[src/rtl/alu_pkg.sv]
// Shared ALU types: legacy 2-bit op, extended 4-bit op set and the sequencer FSM state.
package alu_pkg;

  localparam int unsigned ALU_OP_W = 4;

  typedef enum logic [1:0] {
    ALU_OP_ADD = 2'd0,
    ALU_OP_SUB = 2'd1,
    ALU_OP_AND = 2'd2,
    ALU_OP_OR  = 2'd3
  } alu_op_t;

  // Encodings 8..15 are undefined and yield a zero result.
  typedef enum logic [ALU_OP_W-1:0] {
    ALU_ADD = 4'd0,
    ALU_SUB = 4'd1,
    ALU_AND = 4'd2,
    ALU_OR  = 4'd3,
    ALU_XOR = 4'd4,
    ALU_SLL = 4'd5,
    ALU_SRA = 4'd6,
    ALU_MUL = 4'd7
  } alu_ext_op_t;

  typedef enum logic {
    IDLE = 1'b0,
    MUL  = 1'b1
  } alu_seq_state_t;

endpackage

[src/rtl/alu_mul_iter.sv]
// Iterative signed multiplier: shift-add on operand magnitudes, one partial product per edge.
// The final iteration's sum is presented combinationally so the caller can register it on that edge.
module alu_mul_iter #(
  parameter int unsigned DATA_WIDTH = 4
) (
  input  logic                      clk,
  input  logic                      rst_n,
  input  logic                      start,
  input  logic [DATA_WIDTH-1:0]     a,
  input  logic [DATA_WIDTH-1:0]     b,
  output logic                      done_c,
  output logic [2*DATA_WIDTH-1:0]   product_c
);

  localparam int unsigned W  = DATA_WIDTH;
  localparam int unsigned PW = 2 * DATA_WIDTH;
  localparam int unsigned CW = $clog2(DATA_WIDTH);

  logic          active_q, active_d;
  logic          neg_q, neg_d;
  logic [CW-1:0] cnt_q, cnt_d;
  logic [PW-1:0] acc_q, acc_d;
  logic [PW-1:0] mcand_q, mcand_d;
  logic [W-1:0]  mplier_q, mplier_d;

  logic [W-1:0]  a_mag_c, b_mag_c;
  logic [PW-1:0] partial_c;

  // Magnitudes fit in W unsigned bits, including the most negative operand.
  assign a_mag_c = a[W-1] ? (~a + W'(1)) : a;
  assign b_mag_c = b[W-1] ? (~b + W'(1)) : b;

  assign partial_c = acc_q + (mplier_q[0] ? mcand_q : '0);
  assign product_c = neg_q ? (~partial_c + PW'(1)) : partial_c;
  assign done_c    = active_q && (cnt_q == CW'(W - 1));

  always_comb begin
    active_d = active_q;
    neg_d    = neg_q;
    cnt_d    = cnt_q;
    acc_d    = acc_q;
    mcand_d  = mcand_q;
    mplier_d = mplier_q;
    if (start) begin
      active_d = 1'b1;
      neg_d    = a[W-1] ^ b[W-1];
      cnt_d    = '0;
      acc_d    = '0;
      mcand_d  = PW'(a_mag_c);
      mplier_d = b_mag_c;
    end else if (active_q) begin
      acc_d    = partial_c;
      mcand_d  = mcand_q << 1;
      mplier_d = mplier_q >> 1;
      cnt_d    = cnt_q + CW'(1);
      if (done_c) begin
        active_d = 1'b0;
      end
    end
  end

  always_ff @(posedge clk or negedge rst_n) begin
    if (!rst_n) begin
      active_q <= 1'b0;
      neg_q    <= 1'b0;
      cnt_q    <= '0;
      acc_q    <= '0;
      mcand_q  <= '0;
      mplier_q <= '0;
    end else begin
      active_q <= active_d;
      neg_q    <= neg_d;
      cnt_q    <= cnt_d;
      acc_q    <= acc_d;
      mcand_q  <= mcand_d;
      mplier_q <= mplier_d;
    end
  end

endmodule

[src/rtl/alu_seq.sv]
// Sequential ALU with valid/ready on both sides: single-cycle ops load the output register
// at the accept edge, MUL runs iteratively in alu_mul_iter while the input side is closed.
module alu_seq
  import alu_pkg::*;
#(
  parameter int unsigned DATA_WIDTH = 4
) (
  input  logic                  clk,
  input  logic                  rst_n,
  input  logic                  in_valid,
  output logic                  in_ready,
  input  logic [DATA_WIDTH-1:0] a,
  input  logic [DATA_WIDTH-1:0] b,
  input  logic [ALU_OP_W-1:0]   op,
  output logic                  out_valid,
  input  logic                  out_ready,
  output logic [DATA_WIDTH-1:0] result,
  output logic                  z,
  output logic                  n,
  output logic                  v,
  output logic                  c,
  output logic                  busy
);

  localparam int unsigned W  = DATA_WIDTH;
  localparam int unsigned XW = DATA_WIDTH + 1;
  localparam int unsigned SW = $clog2(DATA_WIDTH);

  alu_seq_state_t state_q, state_d;
  logic           out_valid_q, out_valid_d;
  logic [W-1:0]   result_q, result_d;
  logic           z_q, z_d, n_q, n_d, v_q, v_d, c_q, c_d;

  alu_ext_op_t    op_c;
  logic           accept_c, is_mul_c, mul_start_c, mul_done_c;
  logic [2*W-1:0] mul_prod_c;
  logic [SW-1:0]  shamt_c;
  logic [XW-1:0]  add_c, sub_c, sll_c, sra_c;
  logic [W-1:0]   alu_res_c;
  logic           alu_v_c, alu_c_c, mul_v_c;

  assign op_c        = alu_ext_op_t'(op);
  assign in_ready    = (state_q == IDLE) && (!out_valid_q || out_ready);
  assign accept_c    = in_valid && in_ready;
  assign is_mul_c    = (op_c == ALU_MUL);
  assign mul_start_c = accept_c && is_mul_c;

  alu_mul_iter #(
    .DATA_WIDTH (DATA_WIDTH)
  ) u_mul (
    .clk       (clk),
    .rst_n     (rst_n),
    .start     (mul_start_c),
    .a         (a),
    .b         (b),
    .done_c    (mul_done_c),
    .product_c (mul_prod_c)
  );

  // Overflow when the full product does not survive truncation to W bits.
  assign mul_v_c = (mul_prod_c != {{W{mul_prod_c[W-1]}}, mul_prod_c[W-1:0]});

  // Single-cycle datapath; the extra top/bottom bit of each temp carries c.
  always_comb begin
    shamt_c   = b[SW-1:0];
    add_c     = {1'b0, a} + {1'b0, b};
    sub_c     = {1'b0, a} + {1'b0, ~b} + XW'(1);
    sll_c     = {1'b0, a} << shamt_c;
    sra_c     = $signed({a, 1'b0}) >>> shamt_c;
    alu_res_c = '0;
    alu_v_c   = 1'b0;
    alu_c_c   = 1'b0;
    case (op_c)
      ALU_ADD: begin
        alu_res_c = add_c[W-1:0];
        alu_c_c   = add_c[W];
        alu_v_c   = (a[W-1] == b[W-1]) && (add_c[W-1] != a[W-1]);
      end
      ALU_SUB: begin
        alu_res_c = sub_c[W-1:0];
        alu_c_c   = sub_c[W];
        alu_v_c   = (a[W-1] != b[W-1]) && (sub_c[W-1] != a[W-1]);
      end
      ALU_AND: alu_res_c = a & b;
      ALU_OR:  alu_res_c = a | b;
      ALU_XOR: alu_res_c = a ^ b;
      ALU_SLL: begin
        alu_res_c = sll_c[W-1:0];
        alu_c_c   = sll_c[W];
      end
      ALU_SRA: begin
        alu_res_c = sra_c[W:1];
        alu_c_c   = sra_c[0];
      end
      default: begin
        alu_res_c = '0;
      end
    endcase
  end

  // Next state and output register; a drain and a load may share one edge.
  always_comb begin
    state_d     = state_q;
    out_valid_d = out_valid_q && !out_ready;
    result_d    = result_q;
    z_d         = z_q;
    n_d         = n_q;
    v_d         = v_q;
    c_d         = c_q;
    case (state_q)
      IDLE: begin
        if (accept_c) begin
          if (is_mul_c) begin
            state_d = MUL;
          end else begin
            out_valid_d = 1'b1;
            result_d    = alu_res_c;
            z_d         = (alu_res_c == '0);
            n_d         = alu_res_c[W-1];
            v_d         = alu_v_c;
            c_d         = alu_c_c;
          end
        end
      end
      MUL: begin
        if (mul_done_c) begin
          state_d     = IDLE;
          out_valid_d = 1'b1;
          result_d    = mul_prod_c[W-1:0];
          z_d         = (mul_prod_c[W-1:0] == '0);
          n_d         = mul_prod_c[W-1];
          v_d         = mul_v_c;
          c_d         = 1'b0;
        end
      end
      default: state_d = IDLE;
    endcase
  end

  always_ff @(posedge clk or negedge rst_n) begin
    if (!rst_n) begin
      state_q     <= IDLE;
      out_valid_q <= 1'b0;
      result_q    <= '0;
      z_q         <= 1'b0;
      n_q         <= 1'b0;
      v_q         <= 1'b0;
      c_q         <= 1'b0;
    end else begin
      state_q     <= state_d;
      out_valid_q <= out_valid_d;
      result_q    <= result_d;
      z_q         <= z_d;
      n_q         <= n_d;
      v_q         <= v_d;
      c_q         <= c_d;
    end
  end

  assign out_valid = out_valid_q;
  assign result    = result_q;
  assign z         = z_q;
  assign n         = n_q;
  assign v         = v_q;
  assign c         = c_q;
  assign busy      = (state_q == MUL);

endmodule

[config.mk]
export PLATFORM = sky130hd
export DESIGN_NAME = alu_seq
export DESIGN_NICKNAME = d
export VERILOG_FILES = /design/src/rtl/alu_pkg.sv /design/src/rtl/alu_mul_iter.sv /design/src/rtl/alu_seq.sv
export SDC_FILE = /design/constraint.sdc
export NUM_CORES = 1
export LEC_CHECK = 0
export CORE_MARGIN = 2
export CORE_UTILIZATION = 59
export DETAILED_ROUTE_END_ITERATION = 12
export PLACE_DENSITY = 0.82
export SYNTH_ARGS = -nofsm -noshare
export SYNTH_HDL_FRONTEND = slang
export SYNTH_SLANG_ARGS = --single-unit
[constraint.sdc]
create_clock -name clk -period 3.7 [get_ports clk]
set_clock_uncertainty 0.1 [all_clocks]
set_input_delay 0.37 -clock clk [delete_from_list [all_inputs] [get_ports clk]]
set_output_delay 0.37 -clock clk [all_outputs]
set_load 0.05 [all_outputs]
==> Word-level counts from Yosys, hierarchy flattened <==
Cells that the tools add are included.
{ "totals": {"reg_bits": 34, "output_inout_bits": 11, "mem_bits_rw": 0, "n_memories": 0, "latch_bits": 0, "rom_bits": 0, "elab_cells": 107} }
{ "op_classes": {"muxes": 45, "n_lt_le_gt_ge": 0, "n_mul": 0, "bitwise_logic": 8, "shift": 2, "n_reduce_logical": 15, "n_eq_ne": 16, "addsub": 8, "div": 0} }
{ "op_table": {"columns": ["cell", "n"], "rows": [
  ["two-way mux 8 bit", 6],
  ["two-way mux 4 bit", 7],
  ["case mux 4 bit (7 select lines)", 1],
  ["two-way mux 1 bit", 20],
  ["equality test 4 x 3 -> 1 bit, second input constant", 4],
  ["case mux 1 bit (2 select lines)", 7],
  ["logical NOT 4 bit", 3],
  ["adder 4 x 4 -> 5 bit", 2],
  ["adder 4 x 1 -> 4 bit, second input constant", 2],
  ["adder 8 x 1 -> 8 bit, second input constant", 1],
  ["adder 8 bit", 1],
  ["equality test 4 x 2 -> 1 bit, second input constant", 2],
  ["inverter 4 bit", 2],
  ["inverter 8 bit", 1],
  ["case mux 4 bit (2 select lines)", 1],
  ["logical AND 1 bit", 7],
  ["adder 5 x 1 -> 5 bit, second input constant", 1],
  ["<< shifter 4 x 2 -> 5 bit", 1],
  [">>> shifter 5 x 2 -> 5 bit", 1],
  ["AND 4 bit", 1],
  ["equality test 4 x 1 -> 1 bit, second input constant", 1],
  ["two-way mux 2 bit", 2],
  ["!= test 2 bit, second input constant", 2],
  ["!= test 4 bit", 1],
  ["other kinds (14)", 17]
]} }

==> Logic depth before layout (Yosys ltp) <==
Gate-level depths: netlist of run 1.
{ "depth": {"ltp_word": 9, "mapped_depth": 12, "mapped_depth_nobuf": 12} }

==> Cells and area by module <==
From an unflattened synthesis of run 1, not the netlist that was laid out.
{ "hier_totals": {"cells_unflattened": 333, "area_unflattened_um2": 2985.4} }
{ "modules_own_cells": {"columns": ["module", "n_inst", "seq_area_each_um2", "area_each_um2", "cells_per_inst"], "rows": [
  ["alu_mul_iter", 1, 600.6, 1666.6, 174],
  ["alu_seq", 1, 225.2, 1318.8, 159]
]} }

==> Least setup slack after synthesis of run 1 <==
No wires, ideal clock.
{ "synth_path": {"path_type": "flip-flop to flip-flop", "from": "reg u_mul.mplier_q[0]", "to": "reg v_q, in the netlist v", "t_arrival_ps": 2858, "period_less_slack_ps": 3082, "slack_ps": 618, "setup_ps": 124, "path_stages_with_launch": 12, "cell_sequence": "dfrtp_1 and2_1 ha_1 fa_1 a211oi_2 nor2_1 xor2_2 or3_4 a2111o_1 a21o_1 mux2i_1 o21ai_1"} }
{ "synth_via": {"elab_chain_cells": 8} }
{ "synth_lines": {"columns": ["element", "line", "source"], "rows": [
  ["from (decl)", "alu_mul_iter.sv:24", "logic [W-1:0] mplier_q, mplier_d;"],
  ["from (signal assigned)", "alu_mul_iter.sv:76", "mplier_q <= mplier_d;"],
  ["two-way mux 8 bit *", "alu_mul_iter.sv:33", "assign partial_c = acc_q + (mplier_q[0] ? mcand_q : '0);"],
  ["adder 8 bit *", "alu_mul_iter.sv:33", null],
  ["inverter 8 bit", "alu_mul_iter.sv:34", "assign product_c = neg_q ? (~partial_c + PW'(1)) : partial_c;"],
  ["adder 8 x 1 -> 8 bit", "alu_mul_iter.sv:34", null],
  ["two-way mux 8 bit *", "alu_mul_iter.sv:34", null],
  ["!= test 4 bit *", "alu_seq.sv:61", "assign mul_v_c = (mul_prod_c != {{W{mul_prod_c[W-1]}}, mul_prod_c[W-1:0]});"],
  ["two-way mux 1 bit *", "alu_seq.sv:126", "if (mul_done_c) begin"],
  ["case mux 1 bit (2 select lines) *", "alu_seq.sv:110", "case (state_q)"],
  ["to (signal assigned)", "alu_seq.sv:155", "v_q <= v_d;"],
  ["to (decl)", "alu_seq.sv:32", "logic z_q, z_d, n_q, n_d, v_q, v_d, c_q, c_d;"]
]} }
Mark *: on every way between the ends. The rest lies on a longest branch, timed or not. The select of a mux whose other input is x is not followed.
A chain may end at the register's enable or synchronous reset.

==> Worst setup path in the final report of run 1 <==
Ends and elaborated chain as after synthesis.

==> results.tsv, run 1 <==
metric	value	unit
run status	completed	
Worst Hold Class	input pin to asynchronous set/reset pin	
DP Wirelength	5040	um
Synth cell types	59	
DP Worst Slack	0.447	ns
H-tree depth	2	
NumNets Final	411	
drt initial violations	249	
initial antenna violation count	0	
synth warn	0	
Power Total	2470	uW
antenna cells	0	
CTS tree	yes	
Clock Pin Slew Worst Setup and Hold Paths	0.08	ns
CTS root buffer	clkbuf_8	
endpoints failing setup	0	
DRT Pass-1 Iters	4	
cell taking the most area after synthesis	dfrtp_1	
largest net degree at the start of global routing	34	
CTS resizes	0	
core outline area	4790	um2
most common cell in the netlist	nor2_1	
global-route wire length before repair	11600	um
min Tclk post-route	3.30	ns
commonest cells in the netlist	nor2_1, dfrtp_1, mux2i_1	
final hold vios	0	
cell count after synthesis	343	
critical path launch point type	flip-flop	
EDFF count, synth	0	
Main synth FF type	dfrtp_1	
Clock Tree Buf Depth	2	
Die ar.	5610	um2
syn avg cell area	8.65	um2
IO Count	27	
pwr dens	721	nW/um2
total gr overflow	0	
filler instances	379	
final RePlAce weighted congestion	0.914	
share of post-route cells with drive strength above 1	0.0813	
RSZ-0062 raised after global routing	false	
Synth Register Bits	33	
clk_lat worst skew	0.30	ns
Worst Setup End Kind	flip-flop	
Leak	0.00151	uW
post-route ant nets	0	
worst path arrival time	3.37	ns
Req. time, crit path	3.77	ns
vias in the first global route	2365	
WL per Instance	15.3	um
Crit Path Max Fanout	9	
Syn Nets	386	
final wirelength	6680	um
asr flop ratio synth	1.00	
Final period util	0.892	
Sink Count	33	
starting density of the core	0.620	
PortBufs	26	
setup ws final	0.399	ns
FP Rows	25	
Slew @ Worst Pin	0.698	ns
drt drc	0	
vias per cell	5.79	
cts hold-fix bufs	0	
Max-cap violations	0	
share of the synthesized area in the top cell type	0.278	
Max Freq	303	MHz
r2r worst-path depth	11	
P&R area growth vs syn	15.2	%
Rel. slew slack	0.533	
die extent in y	74.9	um
Post-CTS Setup Inserts	0	
setup TNS	0	ns
sequential cell area fraction in the yosys report	0.278	
mapped cell area	2970	um2
via count	2526	
Die Span X	74.9	um
Setup CP Type	flip-flop to flip-flop	
gr usage total	0.269	
total CTS buffers	5	
max-slew violations	0	
peak supply drop	0.490	mV
synth top area cells	dfrtp_1, ha_1, mux2i_1	
## worst max-delay path, stage by stage (launching register included)
cell,delay [ns]
dfrtp_1,0.45
and2_1,0.17
ha_1,0.23
fa_1,0.45
a211oi_2,0.23
nor2_1,0.10
xor2_2,0.19
or3_4,0.43
a2111o_1,0.42
a21o_1,0.18
mux2i_1,0.15
o21ai_1,0.07
## metal layers
metal / track usage / wire (um)
met5: 0 / 0
met4: 0.0794 / 80
met3: 0.0361 / 238
met2: 0.388 / 3060
met1: 0.420 / 3300
## placed cells by master, fill, tap and decap left out, types with 3 or more instances in the layout
cell type,Yosys,final
a211oi_1,5,5
a21o_1,8,8
a21oi_1,24,24
and2_1,7,7
buf_4,2,10
clkbuf_8,0,5
clkdlybuf4s50_1,0,26
dfrtp_1,33,33
fa_1,3,3
ha_1,24,24
inv_1,18,18
mux2i_1,29,29
nand2_1,24,24
nand2b_1,5,5
nand3_1,7,7
nand4_1,3,3
nor2_1,41,40
nor2b_1,7,7
nor3_1,5,5
nor3b_1,4,4
o211ai_1,4,4
o21ai_0,19,19
xnor2_1,10,10
xor2_1,3,3
## final timing paths
kind / from / endpoint / slack [ns]
max in group asynchronous: rst_n / result[2] / 2.81
hold reg to reg: out_valid / out_valid / 0.41
min in group clk: out_valid / out_valid / 0.41
hold / removal: rst_n / u_mul.mcand_q[2] / 0.37
setup reg to reg: u_mul.mplier_q[0] / v / 0.40
setup / recovery: u_mul.mplier_q[0] / v / 0.40
## flip-flops by register name, indices dropped and copies added, names as in the netlist
name / count
u_mul.cnt_q: 2
u_mul.neg_q: 1
u_mul.mplier_q: 4
z: 1
v: 1
busy: 1
u_mul.active_q: 1
c: 1
out_valid: 1
u_mul.mcand_q: 8
u_mul.acc_q: 8
result: 4
## power by group
group          internal, uW  switching, uW  leakage [uW]  total, uW
Sequential              514            130      0.000415        644
Combinational           592            883       0.00104       1470
Clock                   202            146     0.0000543        347
Total                  1310           1160       0.00151       2470
## metrics by stage
step | cells | instance area [um2] | utilization | hold slack (ns)
floorplan | 343 | 2970 | - | -0.0256
global placement | 428 | 3300 | 0.690 | 0.385
detailed placement | 428 | 3300 | 0.690 | 0.392
CTS | 436 | 3420 | 0.714 | 0.385
global route | 436 | 3420 | 0.714 | 0.403
finish | 436 | 3420 | 0.714 | 0.372
## cell families after synthesis
logic type                 share of synthesized area
AOI/OAI and AO/OA                              0.183
xor gates and xnor gates                      0.0586
adders and majority gates                      0.121
buffers and inverters                         0.0519
DFF                                            0.278
muxes                                          0.113
and+or+nand+nor                                0.194
## cell type report
cell class	count	area (um2)	area share
Multi-Input combinational cell	274	1990	0.582
Sequential cell	33	826	0.242
Timing Repair Buffer	36	335	0.0981
Tap cell	67	83.8	0.0245
Clock buffer	5	68.8	0.0201
Inverter	18	67.6	0.0198
Clock inverter	3	46.3	0.0135
(Power assumes the default switching activity.)
==> run 2: changes to the inputs <==
--- a/config.mk
+++ b/config.mk
@@ -5,7 +5,6 @@
 export SDC_FILE = /design/constraint.sdc
 export NUM_CORES = 1
 export LEC_CHECK = 0
-export CORE_MARGIN = 2
 export CORE_UTILIZATION = 59
 export DETAILED_ROUTE_END_ITERATION = 12
 export PLACE_DENSITY = 0.82
==> results.tsv, run 2 (same netlist as run 1, synthesis figures left out) <==
metric	value	unit	change
run status	completed		
most frequent cells in the layout	nor2_1, dfrtp_1, mux2i_1		
setup TNS	0	ns	unchanged
Die ar.	5320	um2	-5.3%
CTS tree	yes		
Req. time, crit path	3.77	ns	about the same
crit-path max cell delay	0.47	ns	+0.02 ns
total gr overflow	0		unchanged
H-tree depth	2		unchanged
die extent in y	72.9	um	-2.7%
Max-cap violations	0		unchanged
min Tclk post-route	3.39	ns	+0.0871 ns
Worst Setup End Kind	flip-flop		
largest net degree at the start of global routing	34		unchanged
initial antenna violation count	0		unchanged
max-slew violations	0		unchanged
FP Rows	25		unchanged
final RePlAce weighted congestion	0.928		+1.5%
Leak	0.00151	uW	-0.32%
P&R area growth vs syn	14.9	%	
total CTS buffers	5		unchanged
DP Wirelength	5270	um	+4.5%
drt initial violations	179		-28%
CTS resizes	0		unchanged
gr usage total	0.287		+0.0176
post-route ant nets	0		unchanged
CP max-delay cell	fa_1		
global-route wire length before repair	11600	um	+0.12%
Final period util	0.916		+0.0235
clk_lat worst skew	0.29	ns	about the same
Clock Tree Buf Depth	2		unchanged
starting density of the core	0.620		unchanged
peak supply drop	0.317	mV	-35%
most common cell after layout, fill and taps aside	nor2_1		
Sink Count	33		unchanged
filler instances	365		-3.7%
Clock Pin Slew Worst Setup and Hold Paths	0.08	ns	about the same
Max Freq	295	MHz	-2.6%
pwr dens	730	nW/um2	+1.2%
Rel. slew slack	0.540		+0.00610
WL per Instance	16.0	um	+4.7%
Slew @ Worst Pin	0.689	ns	-0.00913 ns
Setup CP Type	flip-flop to flip-flop		
Core Util, Final	0.713		-0.00157
final cell count without fillers	435		-0.23%
final wirelength	6980	um	+4.4%
share of post-route cells with drive strength above 1	0.0788		-0.00250
cts hold-fix bufs	0		unchanged
placed insts	427		-0.23%
endpoints failing setup	0		unchanged
Die Span X	72.9	um	-2.7%
Top Registers	u_mul.acc_q x8, u_mul.mcand_q x8		
worst path arrival time	3.46	ns	+0.09 ns
antenna cells	0		unchanged
final hold vios	0		unchanged
PortBufs	26		unchanged
vias in the first global route	2431		+2.8%
critical path launch point type	flip-flop		
crit path cell chain	and2_1 -> ha_1 -> fa_1 -> xnor2_2 -> nand3_1 -> or3_4 -> a2111o_1 -> a21o_1 -> mux2i_1 -> o21ai_1		
sequential cell area	826	um2	unchanged
DRT Pass-1 Iters	5		+1
Post-CTS Setup Inserts	0		unchanged
core outline area	4790	um2	unchanged
Multi-input gate area	1990	um2	unchanged
CTS root buffer	clkbuf_8		
IO Count	27		unchanged
RSZ-0062 raised after global routing	false		
NumNets Final	410		-0.24%
vias per cell	5.93		+2.4%
Worst Hold Class	input pin to asynchronous set/reset pin		
Crit Path Max Fanout	9		unchanged
via count	2580		+2.1%
drt drc	0		unchanged
run 2: changes by cell type in the layout (fill, tap and decap cells not counted), sizes merged:
cell / before / now
buf: 10 / 9
run 2: power by group:
part	internal, uW	switching (uW)	leakage (uW)
Sequential	514	136	0.000415
Combinational	593	899	0.00104
Clock	202	146	0.0000543
Total	1310	1180	0.00151
run 2: per-layer routing:
layer | track usage | share of wire
met3 | 0.0414 | 0.048
met1 | 0.406 | 0.47
met2 | 0.459 | 0.48
met5 | 0 | 0
met4 | 0.0828 | 0.011
run 2: worst max-delay path, delay by kind of cell (launching register included):
kind | cells | cell delay (ns)
and+or+nand+nor | 3 | 0.85
xor gates and xnor gates | 1 | 0.32
DFF | 1 | 0.45
adders and majority gates | 2 | 0.70
muxes | 1 | 0.15
AOI/OAI and AO/OA | 3 | 0.70
run 2: final timing paths:
kind,startpoint,end,slack (ns),cells past startpoint
setup / recovery,u_mul.mplier_q[0],v,0.31,10
hold / removal,rst_n,u_mul.acc_q[7],0.39,2
setup reg to reg,u_mul.mplier_q[0],v,0.31,10
hold reg to reg,out_valid,out_valid,0.41,1
max in group asynchronous,rst_n,z,2.80,2
min in group clk,out_valid,out_valid,0.41,1
run 2: cell type report:
class	count	area share
inverters	18	0.0198
clock inverters	3	0.0136
multi-input cells	274	0.584
flip-flops and latches	33	0.242
repair buffers	35	0.0961
clock buffers	5	0.0202
well taps	67	0.0246
run 2: per-stage QoR:
step                total power, uW  area (um2)  worst slack (ns)  hold slack (ns)
global route                   2670        3410             0.141            0.420
CTS                            2490        3410             0.337            0.396
detailed placement             2130        3300             0.375            0.393
global placement               2080        3300             0.521            0.386
floorplan                      1770        2970             0.618          -0.0256
finish                         2490        3410             0.311            0.387
